--- src/rtl/fifo_blk_reader.sv ---
// Read-side consumer of the 66b async block FIFO: credit-based read issue, skid store, header check.
// Optional IDLE_FILL_EN: emit idle control blocks while the store is empty.
module fifo_blk_reader #(
  parameter int unsigned DATA_WIDTH    = 66,
  parameter int unsigned RD_LATENCY    = 1,
  parameter int unsigned BUF_DEPTH     = 4,
  parameter int unsigned ERR_CNT_WIDTH = 16
) (
  input  logic                         rd_clk,
  input  logic                         rd_rst,
  output logic                         fifo_rd_en,
  input  logic [DATA_WIDTH-1:0]        fifo_rd_data,
  input  logic                         fifo_rd_empty,
  output logic                         out_valid,
  input  logic                         out_ready,
  output logic [DATA_WIDTH-1:0]        out_data,
  output logic                         out_hdr_err,
  output logic                         out_idle,
  output logic [$clog2(BUF_DEPTH):0]   buf_level,
  output logic [ERR_CNT_WIDTH-1:0]     err_cnt
);

  localparam int unsigned PTR_W = $clog2(BUF_DEPTH);
  localparam int unsigned LVL_W = PTR_W + 1;
  localparam int unsigned CR_W  = LVL_W + 1;

  logic [RD_LATENCY-1:0]    r_vld;
  logic [DATA_WIDTH-1:0]    r_mem [BUF_DEPTH];
  logic [PTR_W-1:0]         r_wr_ptr;
  logic [PTR_W-1:0]         r_rd_ptr;
  logic [LVL_W-1:0]         r_level;
  logic [ERR_CNT_WIDTH-1:0] r_err_cnt;

  logic [CR_W-1:0]          w_inflight;
  logic [CR_W-1:0]          w_credit;
  logic                     w_store_vld;
  logic                     w_pop;
  logic                     w_push;
  logic [DATA_WIDTH-1:0]    w_head;
  logic [1:0]               w_hdr;
  logic                     w_head_err;

  // Reads already issued but not yet returned by the FIFO
  always_comb begin
    w_inflight = '0;
    for (int i = 0; i < int'(RD_LATENCY); i++) begin
      w_inflight = w_inflight + CR_W'(r_vld[i]);
    end
  end

  assign w_store_vld = (r_level != '0);
  assign w_pop       = w_store_vld && out_ready;
  assign w_push      = r_vld[RD_LATENCY-1];
  assign w_credit    = CR_W'(r_level) + w_inflight;
  assign w_head      = r_mem[r_rd_ptr];
  assign w_hdr       = w_head[DATA_WIDTH-1 -: 2];
  assign w_head_err  = (w_hdr == 2'b00) || (w_hdr == 2'b11);

  // A slot freed by this cycle's pop may be re-issued immediately
  assign fifo_rd_en = !fifo_rd_empty && !rd_rst &&
                      ((w_credit - CR_W'(w_pop)) < CR_W'(BUF_DEPTH));

`ifdef IDLE_FILL_EN
  localparam logic [DATA_WIDTH-1:0] IDLE_WORD = {2'b10, (DATA_WIDTH-2)'(8'h1E)};
  logic w_fill;

  assign w_fill    = !w_store_vld && out_ready && !rd_rst;
  assign out_valid = w_store_vld || w_fill;
  assign out_idle  = w_fill;
  assign out_data  = w_store_vld ? w_head : (w_fill ? IDLE_WORD : '0);
`else
  assign out_valid = w_store_vld;
  assign out_idle  = 1'b0;
  assign out_data  = w_store_vld ? w_head : '0;
`endif

  assign out_hdr_err = w_store_vld && w_head_err;
  assign buf_level   = r_level;
  assign err_cnt     = r_err_cnt;

  // Control state: latency tracker, pointers, level, error counter
  always_ff @(posedge rd_clk) begin
    if (rd_rst) begin
      r_vld     <= '0;
      r_wr_ptr  <= '0;
      r_rd_ptr  <= '0;
      r_level   <= '0;
      r_err_cnt <= '0;
    end else begin
      r_vld[0] <= fifo_rd_en;
      for (int i = 1; i < int'(RD_LATENCY); i++) begin
        r_vld[i] <= r_vld[i-1];
      end
      if (w_push) r_wr_ptr <= r_wr_ptr + PTR_W'(1);
      if (w_pop)  r_rd_ptr <= r_rd_ptr + PTR_W'(1);
      case ({w_push, w_pop})
        2'b10:   r_level <= r_level + LVL_W'(1);
        2'b01:   r_level <= r_level - LVL_W'(1);
        default: ;
      endcase
      if (w_pop && w_head_err && (r_err_cnt != '1)) begin
        r_err_cnt <= r_err_cnt + ERR_CNT_WIDTH'(1);
      end
    end
  end

  // Storage array, no reset needed: contents are only visible when level is nonzero
  always_ff @(posedge rd_clk) begin
    if (w_push && !rd_rst) r_mem[r_wr_ptr] <= fifo_rd_data;
  end

endmodule

--- config.mk ---
export PLATFORM = sky130hd
export DESIGN_NAME = fifo_blk_reader
export DESIGN_NICKNAME = d
export VERILOG_FILES = /design/src/rtl/fifo_blk_reader.sv
export SDC_FILE = /design/constraint.sdc
export NUM_CORES = 1
export LEC_CHECK = 0
export ABC_AREA = 1
export BUFFER_PORTS_ARGS = -buffer_cell sky130_fd_sc_hd__clkbuf_2
export CAP_MARGIN = 0
export CORE_MARGIN = 10
export CORE_UTILIZATION = 57
export DETAILED_ROUTE_END_ITERATION = 8
export MAX_ROUTING_LAYER = met4
export PLACE_DENSITY = 0.8
export SLEW_MARGIN = 15
export SYNTH_ARGS = -nofsm -noshare
export SYNTH_HDL_FRONTEND = slang
export SYNTH_SLANG_ARGS = --single-unit
export TNS_END_PERCENT = 100
--- constraint.sdc ---
create_clock -name rd_clk -period 4.88 [get_ports rd_clk]
set_input_delay 0.244 -clock rd_clk [delete_from_list [all_inputs] [get_ports rd_clk]]
set_output_delay 0.244 -clock rd_clk [all_outputs]
set_load 0.02 [all_outputs]
==> impl_summary.md, run 1 <==
Floorplan
For this configuration, the core starts out at a cell density of 58.42%. The standard cell core area is 20360 sq um. During I/O placement, the number of pins put on the boundary was 159. The floorplan die area is 27050 sq um. The floorplan has 52 rows. The die is 164.5 microns wide. In this run the vertical extent of the chip is 164.5 microns.

CTS
At the later pin of the worst-skew pair, clock insertion delay measures 540 ps. CTS saw 290 sinks. The clock passes through at most 3 buffers. Buffers inserted during clock tree synthesis total 29. The buffer count from post-CTS setup fixing is 0.

In this run the number of H-tree levels came out at 1. The tree is rooted in a sky130_fd_sc_hd__clkbuf_16. TritonCTS built the clock tree. Clock-pin slew was measured on the worst setup and hold paths at 60 ps.

Final layout
The area overhead of the layout relative to synthesis is 22.17%. Counting the fill cells in the layout gives 1349. At the end of the flow, the number of nets in the layout was 1321. The footprint of the flip-flops and latches is 8453 sq um.

The share of layout cells above drive strength 1 is 19.13%. The multi-input combinational cells in the finished layout cover a total of 3087 sq um.

Power and ir drop
The worst voltage drop across the vdd grid is 426.9 uV. In this run, flip-flops and latches consume 39.1% of the power. The leakage power figure is 5.354 nW.

The cell-internal power is 0.004882 W. In this run, the combinational gates consume 31.3% of the power. The switching share of power is 35.65%. The power spent charging and discharging nets is 0.002705 W. The power per cell area is 522.0 nW/um^2.

The clock network fraction of design power is 29.6%.

Synthesis
The cell type with the highest aggregate area in the netlist is sky130_fd_sc_hd__edfxtp_1. The register bit total from synthesis is 290. The cell count after synthesis came out at 1036. The proportion of synthesized area in mux cells is 0%. After Yosys synthesis, XOR and XNOR cells account for 0.5889% of the synthesized area. After synthesis the cells add up to 11900 sq um. The per-instance average area after synthesis is 11.48 sq um. After synthesis, the cell types taking the most area are sky130_fd_sc_hd__edfxtp_1, sky130_fd_sc_hd__nor2_1, sky130_fd_sc_hd__o21ai_0, sky130_fd_sc_hd__dfxtp_1, sky130_fd_sc_hd__a21oi_1. The simple-gate share of the synthesized area is 14.43%. The share of the Yosys chip area taken by registers is 71.01%. For this run, asynchronously set or reset flops after synthesis account for 0%.

The synthesized netlist devotes 0.9044% of its cell area to adder and majority cells. The compound-gate portion of the synthesized area is 9.738%. The cell with the most instances after synthesis is sky130_fd_sc_hd__nor2_1. The synthesized design contains 264 enable-type register cells. Summed over its instances, the top area cell type makes up 66.63% of the synthesized netlist area. The number of distinct library cells after synthesis is 32.

Yosys printed 0 warnings. After synthesis, the largest family of logic cells by area is simple AND/OR/NAND/NOR gates. The net count after synthesis is 1114.

In the synthesized netlist, the cells that appear most often are sky130_fd_sc_hd__nor2_1, sky130_fd_sc_hd__edfxtp_1, sky130_fd_sc_hd__o21ai_0, sky130_fd_sc_hd__a21oi_1, sky130_fd_sc_hd__nand2_1. For this run, the leading register cell type out of synthesis is sky130_fd_sc_hd__edfxtp_1.

Timing
The final critical-path share of the clock period is 66.42%. The clock period could shrink to 3242 ps. The achievable frequency is 308.5 MHz. After routing, the total negative slack on setup checks comes to 0 ps. The number of failing hold endpoints at the final stage is 0. Setup violations remaining at the end of the flow were counted as 0. Setup repair after global routing left no endpoint under its margin. The worst pin sits at a relative slew slack of 32.20%. The number of max-slew violations in the final report was 0.

Across all setup checks in the final design, the least slack found is 1639 ps. Between clock sinks in the finished design, the worst skew comes to 19.22 ps. The transition time at the pin with the least slew margin is 1017 ps.

Critical path
The maximum fanout count along the critical path is 94. The class of the most critical setup path is flop to output port. The count of buffering cells on the critical path with inverters included is 2.

Broken down by cell family, the worst path's largest delay share belongs to buffers and inverters. For the worst setup path, the data arrival time is 3000 ps. In this design, the stage delay of the slowest critical-path cell is 850 ps.

The nature of the critical path endpoint is an output port. Across all register-to-register paths, the minimum setup slack is 2080 ps. The critical path's most frequent cell is sky130_fd_sc_hd__nor2_1. The critical path goes through buf_4 -> nor2_1 -> nor2_1 -> o21ai_0 -> a21oi_1 -> clkbuf_2. Among all stages on the critical path, the largest delay is contributed by sky130_fd_sc_hd__buf_4. The worst register-to-register path ends at err_cnt[4]. Data on the critical path is required at its endpoint by 4640 ps. STA classifies the critical path startpoint as a flop. The number of cells on the worst reg-to-reg path is 10.

Global routing
The via count of the first global-routing pass came to 8407. For this run, global-route usage on met1 was measured as 25.11%. The first global-routing pass estimated 42850 microns of wire.

The met2 global-route usage is 33.54%. The global routing stage identified its most utilized layer as met2. For this run, global-route usage on met3 was measured as 3.162%.

The total routing usage reported by global routing is 20.33%. The number of antenna violations at the first check in global routing is 1. Global routing finished with a remaining overflow of 0. Entering global routing, the biggest net connects 135 pins.

Route
The detail-routed net length per standard cell is 17.92 microns. The count of antenna-violating nets left after detailed routing is 0. The via count is 8475.

The routed design has 27530 microns of wire. The average vias per placed instance is 5.518. After the first detailed-routing iteration, the DRC count stood at 760. The number of detailed-route iterations in the first pass is 5. The remaining design rule violation count is 0.

Min path
The terminating pin of the worst hold path is err_cnt[0]. The number of cells on the worst hold path is 2. The source of the worst hold timing path is rd_rst. The worst hold path belongs to the class input pin to flop.

Place
At the placement stage, the worst setup path has a slack of 2116 ps. The congestion estimate from routability-driven global placement came to 0.8745. The number of input and output port buffers inserted is 157. The HPWL after detailed placement is 15540 microns.

Job
The tool flagged a number of max-cap violations equal to 0.

Run status
The run finished with clean final reports.
==> per-layer routing <==
layer	part of all wire (%)	up-vias	routed length (microns)
met2	49	349	13590
met1	40	4036	11050
li1	-	4027	-
met5	0	-	0
met4	2.6	0	703
met3	7.9	63	2176
==> flip-flops by register name, indices dropped and copies added, names as in the netlist, named ones only <==
name,flops
r_mem,264
err_cnt,16
buf_level,3
r_rd_ptr,2
r_wr_ptr,2
r_vld,1
==> power by group through the flow <==
stage | clock network (W) | logic, W | registers, W
2_1_floorplan | 0 | 0.00159 | 0.00299
3_3_place_gp | 0 | 0.00230 | 0.00301
3_5_place_dp | 0 | 0.00234 | 0.00302
4_1_cts | 0.00226 | 0.00239 | 0.00296
5_1_grt | 0.00238 | 0.00260 | 0.00298
6_report | 0.00224 | 0.00238 | 0.00297
==> worst register-to-register path: cells and delay by family, from the launching register on <==
kind	cells	cell delay, ps
AOI/OAI and AO/OA	1	60
and+or+nand+nor	8	1120
DFF	1	650
buffers and inverters	1	850
==> how the worst max path moves through the flow <==
stage	start	slack, ps	cells past startpoint	end
floorplan	rd_rst	910	4	r_mem[0][0]
global placement	flop	2180	10	err_cnt[15]
detailed placement	flop	2120	10	err_cnt[4]
CTS	flop	1650	6	out_data[34]
global route	flop	1420	8	out_hdr_err
finish	flop	1640	6	out_data[2]
==> through the flow <==
step | cell area, sq um | hold WS (ps) | utilization [%] | power [W] | std cells
6_report | 14540 | 174.7 | 71.38 | 0.007588 | 1536
5_1_grt | 14540 | 190.0 | 71.38 | 0.007963 | 1536
4_1_cts | 14530 | 163.2 | 71.35 | 0.007614 | 1535
3_5_place_dp | 12880 | 451.8 | 63.26 | 0.005351 | 1415
3_3_place_gp | 12880 | 443.8 | 63.26 | 0.005305 | 1415
2_1_floorplan | 11900 | 342.9 | - | 0.004583 | 1036
==> kinds of logic (layout without fill, tap and decap cells) <==
kind of cell / after synthesis / count (layout)
AOI/OAI and AO/OA: 224 / 224
xor gates and xnor gates: 8 / 8
adders and majority gates: 8 / 8
buffers and inverters: 91 / 320
DFF: 290 / 290
other: 1 / 2
and+or+nand+nor: 414 / 414
==> cells in the final DEF (no fill, tap or decap), drive strengths merged, types with 13 or more instances in the layout <==
cell type / instances
a21oi: 88
nor2: 282
nand3: 30
dfxtp: 26
clkbuf: 195
nand2: 85
o21ai: 136
dlygate4sd3: 67
nand4: 13
edfxtp: 264
inv: 35
==> final cells by class <==
class | count | area share (%)
clock buffer | 38 | 5.509
sequential | 290 | 58.16
clock inverter | 15 | 1.214
timing repair buffer | 232 | 10.61
inverter | 35 | 0.9383
tap | 270 | 2.324
multi-input combinational | 655 | 21.24
antenna | 1 | 0.01722
==> repair_timing <==
| item | CTS | global route |
|---|---|---|
| endpoints found under the hold margin | 265 | 0 |
| setup endpoints to repair | 0 | 0 |
| hold buffers | 67 | 0 |
| gates resized for setup | 0 | 0 |
Power figures use the tool's default switching activity.
==> run 2, diff against run 1 <==
--- a/config.mk
+++ b/config.mk
@@ -9,10 +9,10 @@
 export BUFFER_PORTS_ARGS = -buffer_cell sky130_fd_sc_hd__clkbuf_2
 export CAP_MARGIN = 0
 export CORE_MARGIN = 10
-export CORE_UTILIZATION = 57
+export CORE_UTILIZATION = 52
 export DETAILED_ROUTE_END_ITERATION = 8
 export MAX_ROUTING_LAYER = met4
-export PLACE_DENSITY = 0.8
+export PLACE_DENSITY = 0.77
 export SLEW_MARGIN = 15
 export SYNTH_ARGS = -nofsm -noshare
 export SYNTH_HDL_FRONTEND = slang
==> constraint.sdc (replaced) <==
create_clock -name rd_clk -period 2.85 [get_ports rd_clk]
set_input_delay 0.1425 -clock rd_clk [delete_from_list [all_inputs] [get_ports rd_clk]]
set_output_delay 0.1425 -clock rd_clk [all_outputs]
set_load 0.02 [all_outputs]
==> impl_summary.md, run 2 (synthesis results as in run 1) <==
Run status
The run finished with clean final reports.

Place
The number of placed instances, taps included is 1441 (+1.8%). The final RePlAce weighted congestion is 0.8408 (-3.9%). The number of input and output port buffers inserted is 157 (unchanged). The standard cell area after detailed placement is 13030 sq um (+1.2%). The half-perimeter wire length after detailed placement is 16240 microns (+4.5%).

Timing
The number of failing hold endpoints at the final stage is 0 (unchanged). The number of setup violations in the final report was 0 (unchanged). The number of max-slew violations in the final report is 0 (unchanged). The final critical-path share of the clock period is 92.07%. The worst path in the final design needs a cycle of 2624 ps, including I/O delays and setup.

The setup skew after layout is 8.411 ps (-10.81 ps). Timing would allow up to 381.1 MHz. The transition time at the pin with the least slew margin is 670.6 ps (-346.5 ps). The accumulated negative setup slack was 0 ps (unchanged). The tightest slew margin relative to the limit came to 55.29% (+23 points). Setup repair after global routing left no endpoint under its margin.

Critical path
The cell depth of the worst setup path came to 13 (+7). The data arrival time of the critical path is 2480 ps (-520 ps). The number of cells on the worst reg-to-reg path is 8 (-2). The worst setup path is launched from a flop.

The slowest stage of the critical path belongs to the cell sky130_fd_sc_hd__dfxtp_1. The largest delay contributor family on the critical path is simple AND/OR/NAND/NOR gates. The maximum fanout count along the critical path is 6 (-94%). Walking the worst path, the cells encountered are inv_1 -> nand3_2 -> nand2_2 -> inv_4 -> nand2_1 -> ha_1 -> nand2_1 -> inv_1 -> nand4_1 -> nand3_1 -> nand3_1 -> nor2_1 -> clkbuf_2. The class of the most critical setup path is flop to output port. The data required time at the worst endpoint is 2710 ps (-1930 ps). The critical path starts at buf_level[0]. The count of buffering cells on the critical path with inverters included was 4 (+2).

The critical path's largest stage delay came to 410 ps (-440 ps). The nature of the critical path endpoint is an output port.

Final layout
The area overhead of the layout relative to synthesis is 23.51%. The library cell used most frequently in the layout, excluding fill and tap cells, is sky130_fd_sc_hd__nor2_1. The final design utilization is 65.11% (-6.3 points). Ranked by flip-flop count, first place goes to r_mem. The flip-flop count of the largest register, all copies and words added is 264 (unchanged). The post-route cell area is 14700 sq um (+1.1%). In the layout the commonest cells are sky130_fd_sc_hd__nor2_1, sky130_fd_sc_hd__edfxtp_1, sky130_fd_sc_hd__clkbuf_2. The post-layout net count is 1333 (+0.91%). The share of layout cells above drive strength 1 is 19.91% (+0.78 points). The number of inserted diodes is 0 (-1). The final cell count without fillers came to 1561 (+1.6%).

Route
The average vias per placed instance is 5.407 (-2.0%). The initial DRC count was 567 (-25%). The final routed wirelength across all metal layers was 27680 microns (+0.55%). The via count was 8441 (-0.40%). The detail-routed net length per standard cell came to 17.73 microns (-1.1%). The count of antenna-violating nets left after detailed routing is 0 (unchanged). The remaining design rule violation count is 0 (unchanged). The number of detailed-route iterations in the first pass is 6 (+1).

Global routing
The via count of the first global-routing pass is 8438 (+0.37%). The total grt overflow was 0 (unchanged). The first-pass GRT wire length is 43370 microns (+1.2%). The largest net degree at the start of global routing came to 97 (-28%). The total routing usage reported by global routing is 18.88% (-1.5 points). The number of antenna violations at the first check in global routing was 0 (-1).

Min path
In this run the most critical hold path is launched from out_ready. The number of cells on the worst hold path is 5 (+3). The min-delay analysis places its worst path in the category input pin to flop.

Floorplan
The cell row count is 55 (+5.8%). The width of the chip was 171.3 microns (+4.1%). The floorplan die area is 29330 sq um (+8.4%). The effective utilization at floorplan is 52.71% (-5.7 points). The number of placed I/O pins came to 159 (unchanged). The die boundary height is 171.3 microns (+4.1%).

The standard cell core area is 22570 sq um (+11%).

CTS
The number of buffers created by CTS came to 28 (-3.4%). TritonCTS built the clock tree. Clock tree synthesis selected as its root buffer the cell sky130_fd_sc_hd__clkbuf_16.

The clock-pin slew reported for the worst setup and hold paths after clock tree synthesis is 70 ps (about the same). The largest buffer count on any clock path is 3 (unchanged). The CTS H-tree depth was 1 (unchanged). The source-to-sink clock delay at the later pin of the worst-skew pair is 530 ps (about the same). The count of clock tree sinks is 290 (unchanged).

Power and ir drop
The power per cell area is 892.1 nW/um^2 (+71%). The leakage power figure is 5.427 nW (+1.4%). The worst voltage drop across the vdd grid is 648.7 uV (+52%).

Job
The max capacitance violation total is 0 (unchanged).
## run 2: cell types whose count changed in the layout (fill, tap and decap cells not counted), sizes merged
cell and change:
buf +12, dlygate4sd3 +1, clkbuf -5, clkinv +1, diode -1, bufinv +2
## run 2: what timing repair did
action | 4_1_cts | 5_1_grt
endpoints found under the setup margin | 1 | 1
setup buffers | 1 | 0
endpoints found under the hold margin | 266 | 0
gates resized for setup | 1 | 1
hold buffers | 68 | 0
## run 2: worst min-delay path: stages
cell	delay, ps
sky130_fd_sc_hd__clkbuf_2	110
sky130_fd_sc_hd__nand2_2	140
sky130_fd_sc_hd__nor2_4	100
sky130_fd_sc_hd__nand3_1	90
sky130_fd_sc_hd__a21oi_2	50
## run 2: worst paths after layout
kind,endpoint,slack (ps)
max,fifo_rd_en,230
min,err_cnt[1],130
max reg2reg,err_cnt[3],910
min reg2reg,flop,470
## run 2: layout make-up
| type | instances | area [sq um] |
|---|---|---|
| clock buffers | 33 | 719.4 |
| clock inverters | 18 | 249.0 |
| fillers | 1636 | 7876 |
| inverters | 35 | 136.4 |
| multi-input cells | 655 | 3089 |
| flip-flops and latches | 290 | 8453 |
| well taps | 285 | 356.6 |
| repair buffers | 245 | 1692 |
## run 2: power breakdown
| part | internal (W) | switching (W) | leakage [nW] |
|---|---|---|---|
| registers | 0.00491 | 0.000110 | 2.59 |
| clock network | 0.00234 | 0.00150 | 0.473 |
| logic | 0.00122 | 0.00303 | 2.37 |
## run 2: metrics by stage
step	worst slack, ps	power [W]	hold slack (ps)
after floorplan	-1021	0.007847	241.4
after global placement	633.3	0.009193	356.8
after detailed placement	522.6	0.009263	361.6
after CTS	130.1	0.01319	151.2
after global routing	11.87	0.01378	151.4
final	226.1	0.01311	134.9
## run 2: routing by layer
layer	routed length, microns	up-vias	track usage [%]
met4	577	0	5.520
met2	13880	306	31.93
li1	-	4053	-
met1	11520	4034	23.15
met3	1695	48	2.888
met5	0	-	-
==> run 3, diff against run 2 <==
==> constraint.sdc (replaced) <==
create_clock -name rd_clk -period 2.3 [get_ports rd_clk]
set_input_delay 0.115 -clock rd_clk [delete_from_list [all_inputs] [get_ports rd_clk]]
set_output_delay 0.115 -clock rd_clk [all_outputs]
set_load 0.02 [all_outputs]
==> impl_summary.md, run 3 (synthesis results as in run 1) <==
Power and ir drop
The leakage power figure is 5.517 nW (+1.7%). The power per cell area came to 1099 nW/um^2 (+23%). The worst voltage drop across the vdd grid was 625.5 uV (-3.6%). The sum of internal, switching and leakage power is 0.01641 W (+25%).

Route
The count of antenna-violating nets left after detailed routing is 0 (unchanged). The final routed wirelength across all metal layers came to 28520 microns (+3.1%). The detail-routed net length per standard cell is 18.10 microns (+2.1%).

The initial DRC count came to 809 (+43%). The average vias per placed instance was 5.449 (+0.77%). The remaining design rule violation count came to 0 (unchanged). The number of detailed-route iterations in the first pass is 5 (-1). The via count is 8588 (+1.7%).

Global routing
The largest net degree at the start of global routing came to 103 (+6.2%). The first-pass GRT wire length is 43230 microns (-0.33%). The total routing usage reported by global routing was 19.02% (+0.13 points). The via count of the first global-routing pass is 8398 (-0.47%). The total grt overflow came to 0 (unchanged). The number of antenna violations at the first check in global routing came to 0 (unchanged).

Critical path
The minimum setup slack among reg-to-reg paths is 430 ps (-480 ps). The most numerous cell type found on the critical path is sky130_fd_sc_hd__nand2_1. The data arrival time of the critical path is 2150 ps (-330 ps). By startpoint and endpoint, the worst setup path is classified as flop to output port. The standard cell with the maximum stage delay on the critical path is sky130_fd_sc_hd__dfxtp_2. The data required time at the worst endpoint is 2180 ps (-530 ps).

The maximum fanout count along the critical path is 3 (-3). The critical path's largest stage delay is 360 ps (-50 ps). The number of cells on the worst reg-to-reg path is 7 (-1). The destination of the worst register-to-register timing path is err_cnt[15].

The nature of the critical path endpoint is an output port. The origin of the critical flop-to-flop path is err_cnt[0]. STA classifies the critical path startpoint as a flop.

The signal on the critical path passes through inv_4 -> nand3_4 -> nand2_4 -> inv_4 -> nand2_4 -> ha_4 -> nand2_1 -> inv_1 -> nand4_1 -> nand2_1 -> nand2_1 -> nand3_2 -> nor2_4 -> buf_6.

Final layout
The share of layout cells above drive strength 1 is 21.32% (+1.4 points). The flip-flop count of the largest register, all copies and words added was 264 (unchanged). The commonest non-fill, non-tap cell in the layout is sky130_fd_sc_hd__nor2_1. The number of fill cells is 1619 (-1.0%). The footprint of the flip-flops and latches is 8457 sq um (about the same). The post-layout net count is 1347 (+1.1%).

Compared with the post-synthesis result, the final layout area differs by 25.46%. In the layout the commonest cells are sky130_fd_sc_hd__nor2_1, sky130_fd_sc_hd__edfxtp_1, sky130_fd_sc_hd__clkbuf_2. The area of the multi-input gates is 3139 sq um (+1.6%). More flip-flops sit in one register than any other, and that register is r_mem.

Timing
The final critical path takes up 98.63% of the cycle. The worst setup margin is 31.56 ps (-194.6 ps). The number of max-slew violations in the final report was 0 (unchanged).

The number of setup violations in the final report is 0 (unchanged). The setup skew after layout is 15.40 ps (+6.986 ps). The tightest slew margin relative to the limit is 65.65% (+10 points). Setup repair after global routing could not meet its margin everywhere. For this run, the top clock speed supported by timing is 440.8 MHz. The number of failing hold endpoints at the final stage is 0 (unchanged). The shortest clock period the worst path allows after layout is 2268 ps. The transition time at the pin with the least slew margin is 514.0 ps (-156.6 ps).

Job
The max capacitance violation total is 0 (unchanged).

Place
The half-perimeter wire length after detailed placement is 16680 microns (+2.7%). The pre-CTS worst setup slack is 153.8 ps (-368.8 ps). The number of input and output port buffers inserted is 157 (unchanged). The final RePlAce weighted congestion is 0.8762 (+4.2%).

Floorplan
The effective utilization at floorplan was 52.71% (unchanged). The die boundary height was 171.3 microns (unchanged). The cell row count is 55 (unchanged). The standard cell core area was 22570 sq um (unchanged). The width of the chip was 171.3 microns (unchanged). The number of placed I/O pins is 159 (unchanged). The floorplan die area is 29330 sq um (unchanged).

Min path
The worst hold path class is input pin to flop. The source of the worst hold timing path is rd_rst. The number of cells on the worst hold path is 5 (unchanged). The path with the worst hold slack has its endpoint at err_cnt[12].

CTS
The largest buffer count on any clock path is 3 (unchanged). The number of buffers created by CTS is 29 (+3.6%). The tree is rooted in a sky130_fd_sc_hd__clkbuf_16.

The count of clock tree sinks is 290 (unchanged). The clock tree from TritonCTS is yes. The CTS H-tree depth came to 1 (unchanged). The clock-pin slew reported for the worst setup and hold paths after clock tree synthesis is 60 ps (about the same). The source-to-sink clock delay at the later pin of the worst-skew pair is 540 ps (about the same).

Run status
The run finished with clean final reports.
## run 3: cell count changes in the layout (fill, tap and decap cells not counted), moves of 4 or more
cell,delta
sky130_fd_sc_hd__clkinv_2,-5
sky130_fd_sc_hd__clkbuf_1,+8
sky130_fd_sc_hd__clkbuf_8,+4
sky130_fd_sc_hd__buf_4,+5
sky130_fd_sc_hd__bufinv_16,-4
sky130_fd_sc_hd__buf_12,+6
## run 3: worst max-delay path by stage
stage,slack [ps],start,depth (start not counted),endpoint
6_report,30,buf_level[1],14,fifo_rd_en
5_1_grt,-90,buf_level[1],14,fifo_rd_en
4_1_cts,-90,buf_level[0],13,fifo_rd_en
3_5_place_dp,150,buf_level[0],13,fifo_rd_en
3_3_place_gp,250,buf_level[0],13,fifo_rd_en
2_1_floorplan,-480,rd_rst,4,r_mem[0][0]
## run 3: final cells by class
class                   count  share of cell area, %
multi-input cells         655                  21.03
clock buffers              46                  5.557
well taps                 285                  2.389
inverters                  35                 0.9640
clock inverters             6                 0.5951
flip-flops and latches    290                  56.66
diodes                      1                0.01676
repair buffers            258                  12.79
## run 3: per-layer routing
metal  up-vias  share of wire [%]  global-route usage (%)
met5         -                  0                       -
met4         0                1.8                   5.406
met3        49                7.2                   3.278
met2       356                 50                   31.84
met1      4099                 41                   23.41
li1       4084                  -                       -
## run 3: critical path: cells and delay by family, from the launching register on
family                     cells  cell delay (ps)
DFF                            1              360
adders and majority gates      1              270
and+or+nand+nor                9              720
buffers and inverters          4              280
## run 3: power by group
part	internal (W)	total, W	switching [W]	leakage, nW
Clock	0.00269	0.00451	0.00183	0.445
Combinational	0.00175	0.00568	0.00393	2.48
Sequential	0.00608	0.00622	0.000139	2.59
## run 3: metrics by stage
step / cells / util (%) / TNS [ps] / cell area [sq um] / hold slack, ps
after floorplan: 1036 / - / -127730 / 11910 / 213.9
after global placement: 1447 / 58.28 / 0 / 13150 / 330.1
after detailed placement: 1447 / 58.28 / 0 / 13150 / 334.4
final: 1576 / 66.13 / 0 / 14930 / 35.44
after global routing: 1575 / 66.12 / -91.46 / 14920 / 32.99
after CTS: 1570 / 65.64 / -90.85 / 14820 / 8.597
## run 3: what timing repair did
item | in CTS | in global routing
resized for setup | 13 | 16
buffers inserted | 4 | 4
pin swaps | 5 | 8
endpoints found under the hold margin | 265 | 0
endpoints found under the setup margin | 16 | 30
gates cloned | 0 | 1
hold buffers | 67 | 0
